## src/rtl/button_debounce.sv

```systemverilog
// button_debounce: conditions active-low pull-up button pins into debounced active-high
// levels with one-cycle press/release pulses and a one-shot long-press pulse per channel.
module button_debounce #(
   parameter int NUM_BUTTONS     = 3,
   parameter int CLOCK_HZ        = 12_000_000,
   parameter int DEBOUNCE_US     = 10_000,
   parameter int DEBOUNCE_CYCLES = (CLOCK_HZ / 1_000_000) * DEBOUNCE_US,
   parameter int LONG_CYCLES     = CLOCK_HZ
) (
   input  logic                   clk,
   input  logic                   reset_n,
   input  logic [NUM_BUTTONS-1:0] button_raw_i,
   output logic [NUM_BUTTONS-1:0] button_o,
   output logic [NUM_BUTTONS-1:0] pressed_o,
   output logic [NUM_BUTTONS-1:0] released_o,
   output logic [NUM_BUTTONS-1:0] long_o
);

   localparam int DCW = $clog2(DEBOUNCE_CYCLES + 1);
   localparam int LCW = $clog2(LONG_CYCLES + 1);
   localparam logic [DCW-1:0] DB_LAST  = DCW'(DEBOUNCE_CYCLES - 1);
   localparam logic [LCW-1:0] LONG_MAX = LCW'(LONG_CYCLES);
   localparam logic [LCW-1:0] LONG_PRE = LCW'(LONG_CYCLES - 1);

   for (genvar g = 0; g < NUM_BUTTONS; g++) begin : g_chan
      logic           sync1;
      logic           sync2;
      logic           s;
      logic           level;
      logic           pressed_q;
      logic           released_q;
      logic           long_q;
      logic [DCW-1:0] db_cnt;
      logic [LCW-1:0] hold_cnt;

      // Flops reset to the released (high) pin level so reset release sees no edge.
      always_ff @(posedge clk or negedge reset_n) begin
         if (!reset_n) begin
            sync1 <= 1'b1;
            sync2 <= 1'b1;
         end else begin
            sync1 <= button_raw_i[g];
            sync2 <= sync1;
         end
      end

      assign s = ~sync2;

      always_ff @(posedge clk or negedge reset_n) begin
         if (!reset_n) begin
            level      <= 1'b0;
            db_cnt     <= '0;
            pressed_q  <= 1'b0;
            released_q <= 1'b0;
         end else begin
            pressed_q  <= 1'b0;
            released_q <= 1'b0;
            if (s == level) begin
               db_cnt <= '0;
            end else if (db_cnt == DB_LAST) begin
               level      <= s;
               db_cnt     <= '0;
               pressed_q  <= s;
               released_q <= ~s;
            end else begin
               db_cnt <= db_cnt + DCW'(1);
            end
         end
      end

      // Saturating hold counter: the pulse fires only on the step into LONG_MAX.
      always_ff @(posedge clk or negedge reset_n) begin
         if (!reset_n) begin
            hold_cnt <= '0;
            long_q   <= 1'b0;
         end else if (!level) begin
            hold_cnt <= '0;
            long_q   <= 1'b0;
         end else begin
            long_q <= 1'b0;
            if (hold_cnt != LONG_MAX) begin
               hold_cnt <= hold_cnt + LCW'(1);
               long_q   <= (hold_cnt == LONG_PRE);
            end
         end
      end

      assign button_o[g]   = level;
      assign pressed_o[g]  = pressed_q;
      assign released_o[g] = released_q;
      assign long_o[g]     = long_q;
   end

endmodule

```

## config.mk

```make
export PLATFORM = sky130hd
export DESIGN_NAME = button_debounce
export DESIGN_NICKNAME = d
export VERILOG_FILES = /design/src/rtl/button_debounce.sv
export SDC_FILE = /design/constraint.sdc
export NUM_CORES = 1
export LEC_CHECK = 0
export CORE_ASPECT_RATIO = 1.75
export CORE_UTILIZATION = 35
export DETAILED_ROUTE_END_ITERATION = 16
export PLACE_DENSITY = 0.47
export SYNTH_ARGS = -nofsm -noshare
export SYNTH_HDL_FRONTEND = slang
export SYNTH_SLANG_ARGS = --single-unit
```

## constraint.sdc

```tcl
create_clock -name clk -period 2.75 [get_ports clk]
set_input_delay 0.55 -clock clk [delete_from_list [all_inputs] [get_ports clk]]
set_output_delay 0.55 -clock clk [all_outputs]
set_load 0.02 [all_outputs]
```

==> Yosys cells after proc, flatten, opt, wreduce, memory -nomap -nowiden <==
Cells that the tools add are included.
{ "totals": {"n_memories": 0, "ramBits": 0, "inputBits": 5, "output_inout_bits": 12, "latch_bits": 0, "reg_bits": 141, "romBits": 0} }
{ "classes": {"div_mod_pow": 0, "n_eq_ne": 15, "reduce_logical": 3, "n_bitwise": 6, "n_lt_le_gt_ge": 0, "add_sub_neg": 6, "n_mux": 30, "n_shift": 0, "n_mul": 0} }
{ "ops": {"columns": ["op", "count"], "rows": [
  ["two-way mux 24 bit", 6],
  ["two-way mux 17 bit", 6],
  ["adder 24 x 1 -> 24 bit (second input constant)", 3],
  ["== test 24 bit (second input constant)", 3],
  ["inequality test 24 bit (second input constant)", 3],
  ["adder 17 x 1 -> 17 bit (second input constant)", 3],
  ["== test 17 bit (second input constant)", 3],
  ["two-way mux 1 bit", 18],
  ["inequality test 2 x 1 -> 1 bit (second input constant)", 3],
  ["inverter 1 bit", 6],
  ["AND reduction 2 bit", 3],
  ["== test 1 bit", 3]
]} }

==> Logic depth before layout (Yosys ltp) <==
{ "logic_depth": {"depth_word": 4, "depth_mapped": 6} }

==> Worst setup path before layout <==
OpenSTA, ideal clock, no wires.
{ "synth_timing": {"path_kind": "register to register", "start": "register g_chan[0].hold_cnt[19]", "end": "register g_chan[0].hold_cnt[1]", "path_stages_with_launch": 5, "period_less_slack_ns": 1.934, "arrival_time_ns": 1.810, "slack_ns": 0.816, "cell_sequence": "dfrtp_1 > or4b_2 > or4_4 > o21ai_0 > a21oi_1"} }
{ "synth_via": {"elab_chain_len": 2} }
{ "synth_rtl": {"columns": ["item", "line_no", "text"], "rows": [
  ["start, declared", "34", "logic [LCW-1:0] hold_cnt;"],
  ["start signal, assigned", "82", "hold_cnt <= hold_cnt + LCW'(1);"],
  ["inequality test 24 bit", "81", "if (hold_cnt != LONG_MAX) begin"],
  ["inequality test 2 x 1 -> 1 bit (no line)", null, null]
]} }
Every way passes these cells.
A chain may end at the register's enable or synchronous reset.

==> Final worst setup path <==
{ "layout_timing": {"start": "register g_chan[2].level", "end": "output port button_o[2]"} }
{ "layout_lines": {"columns": ["item", "line_no", "text"], "rows": [
  ["start, declared", "29", "logic level;"],
  ["start signal, assigned", "61", "level <= s;"],
  ["end, declared", "13", "output logic [NUM_BUTTONS-1:0] button_o,"]
]} }
No word-level cell between the ends.

==> results_dict.tcl <==
set metrics [dict create \
    crit_buf_inv 1 \
    final_common_cell "dfrtp_1" \
    cts.sinks 141 \
    cts_inserted_buffers 17 \
    grt_overflow 0 \
    via_per_inst 5.42 \
    wl_um 15300 \
    yosys_warnings 0 \
    routedWlPerCell_um 15.4 \
    syn_inst 735 \
    ys_ff_latch 141 \
    drtIter0Drc 188 \
    drive_gt1_frac 0.0733 \
    antenna_found_initial 0 \
    crit_path_max_fanout 11 \
    cpMaxStageDelayCell "clkdlybuf4s50_1" \
    synthesis.nets 749 \
    layout.nets 751 \
    yosysTopAreaCellShare 0.475 \
    grt_setup_unrepaired "no" \
    cts-root-buf "clkbuf_16" \
    fin_skew_ns 0.00770 \
    cts_setup_buffers 0 \
    route.detailed.drc 0 \
    coreArea_sq_mm 0.0198 \
    synth-seq-area-share 0.497 \
    critPathMaxStageDelay_ns 0.68 \
    dpl.hpwl_um 10700 \
    max_freq_mhz 453 \
    layout_min_cycle_time_ns 2.21 \
    setup_viol 0 \
    grt_max_degree 69 \
    final_cell_mix "dfrtp_1, nor2_1, nand3_1, nand2_1" \
    cts_hold_buf 0 \
    dieHeight_um 191 \
    cp.arrival_ns 1.66 \
    synth.largest_area_cell "dfrtp_1" \
    clkPwrFrac 0.520 \
    synth_edf_count 0 \
    place_inst 963 \
    numPortBuffers 16 \
    grt_first_pass_wirelength_um 26100 \
    ys_types 47 \
    crit_required_ns 2.20 \
    drtAntennaViolNets 0 \
    dr.pass1.iters 4 \
    synthArstFlopShare 1.00 \
    switchingPower_uw 976 \
    hold_violations 0 \
    syn_avg_cell_area_sq_um 9.69 \
    cts_resized 0 \
    grt_usage 0.160 \
    worst_pin_slew_ns 0.745 \
    fin_util 0.406 \
    gp_congestion 0.794 \
    ir_drop_mv 0.390 \
    cts_max_level 4 \
    p_leak_nw 3.00 \
    seq_power_share 0.460 \
    crit_family "buffers and inverters" \
    endpoint_kind "primary output" \
    hold_path.class "in2async" \
    startpoint_type "register" \
    first_global_vias 5446 \
    vias 5394 \
    clkTransAtPathRegs_ns 0.06 \
    power_frac_comb 0.020 \
    status "completed" \
    clkLatencyLatePin_ns 0.42 \
    area_growth_pct 13.1 \
    finalMaxSlewViolations 0 \
    period_share 0.802 \
    cts_tree "built" \
    n_antenna_cell 0 \
    finalSetupTns_ns 0 \
    relSlewSlack 0.503 \
    sw_frac_of_total 0.213 \
    instances_no_fill 995 \
    num_rows 68 \
    synthesis.area_sq_mm 0.00712 \
    synthTopCellsByArea "dfrtp_1, xnor2_1, nor2_1" \
    power.density_mw_per_mm2 570 \
    cp_cell_sequence "clkdlybuf4s50_1" \
    maxCapViolCount 0 \
    clockBufferDepth 2 \
    num_io_pins 17 \
    fp.dieArea_sq_mm 0.0209 \
    dieWidth_um 110 \
    synthFlopType "dfrtp_1" \
    critPathKind "reg2out" \
    intPower_mw 3.61 \
    initial_core_util 0.359 \
]
-- synthesized netlist by cell type (3+ instances only) --
| master | count |
|---|---|
| o21ai_0 | 21 |
| nor4b_1 | 4 |
| nand2b_1 | 9 |
| nor2b_1 | 3 |
| nand2_1 | 41 |
| clkbuf_1 | 24 |
| nand3_1 | 47 |
| dfrtp_1 | 135 |
| ha_1 | 9 |
| and3_1 | 9 |
| o31ai_1 | 14 |
| and2_1 | 6 |
| a21oi_1 | 38 |
| nand4_1 | 40 |
| or2_2 | 3 |
| or4b_1 | 3 |
| xor2_1 | 35 |
| or4_1 | 17 |
| dfstp_2 | 6 |
| and4_1 | 15 |
| inv_1 | 23 |
| mux2i_1 | 7 |
| or3_1 | 17 |
| buf_4 | 13 |
| nor4_1 | 25 |
| nor2_1 | 83 |
| xnor2_1 | 40 |
| o41ai_1 | 4 |
| nor3_1 | 21 |
| o311ai_0 | 3 |
-- flip-flops by register name, summed over array words and instances, names as in the netlist --
| register | cells |
|---|---|
| g_chan.hold_cnt | 72 |
| g_chan.db_cnt | 51 |
| g_chan.long_q | 3 |
| g_chan.pressed_q | 3 |
| g_chan.level | 3 |
| g_chan.sync1 | 3 |
| g_chan.sync2 | 3 |
| g_chan.released_q | 3 |
-- power groups by stage --
stage	combinational, mW	sequential (mW)	clock [mW]
finish	0.0931	2.11	2.38
global route	0.111	2.11	2.53
CTS	0.0993	2.11	2.46
detailed placement	0.0985	2.15	0
global placement	0.0975	2.15	0
floorplan	0.0326	2.14	0
-- layer usage --
layer | wire length (um) | GRT usage
met5 | 0 | 0
met4 | 308 | 0.0723
met3 | 332 | 0.0362
met2 | 8110 | 0.285
met1 | 6570 | 0.177
-- final timing paths --
check / slack [ns] / endpoint / from / cells past startpoint
worst max-delay path: 0.54 / button_o[2] / g_chan[2].level / 1
worst min-delay path: 0.11 / g_chan[0].hold_cnt[5] / reset_n / 1
worst max register to register: 0.67 / g_chan[2].db_cnt[8] / g_chan[2].db_cnt[6] / 4
worst min register to register: 0.35 / g_chan[1].sync2 / g_chan[1].sync1 / 0
max in group asynchronous: 1.85 / g_chan[2].sync2 / reset_n / 2
min in group clk: 0.35 / g_chan[1].sync2 / g_chan[1].sync1 / 0
-- cell families (layout without fill, tap and decap cells) --
family	count (synthesis)	count (layout)	share of synthesized area
adder cells (fa/ha/maj)	9	9	0.0158
XOR/XNOR	75	75	0.0923
flip-flops	141	141	0.497
AND/OR/NAND/NOR	356	356	0.275
buffers and inverters	63	78	0.0404
AO/OA/AOI/OAI	84	84	0.0696
multiplexers	7	7	0.00984
-- metrics by stage --
stage | worst slack (ns) | hold slack, ns | total power, mW | instance area (sq um)
5_1_grt | 0.448 | 0.177 | 4.75 | 8050
3_3_place_gp | 0.699 | 0.347 | 2.24 | 7440
6_report | 0.545 | 0.105 | 4.59 | 8050
2_1_floorplan | 0.816 | 0.254 | 2.18 | 7120
3_5_place_dp | 0.683 | 0.347 | 2.25 | 7440
4_1_cts | 0.496 | 0.144 | 4.67 | 8050
-- layout make-up --
| class | instances | area [sq um] |
|---|---|---|
| Inverter | 23 | 86.3 |
| Timing Repair Buffer | 23 | 214 |
| Multi-Input combinational cell | 531 | 3300 |
| Tap cell | 245 | 307 |
| Clock inverter | 11 | 141 |
| Sequential cell | 141 | 3540 |
| Clock buffer | 21 | 470 |
| Fill cell | 1990 | 11800 |
Note: power is estimated with default switching activity, not from simulation.
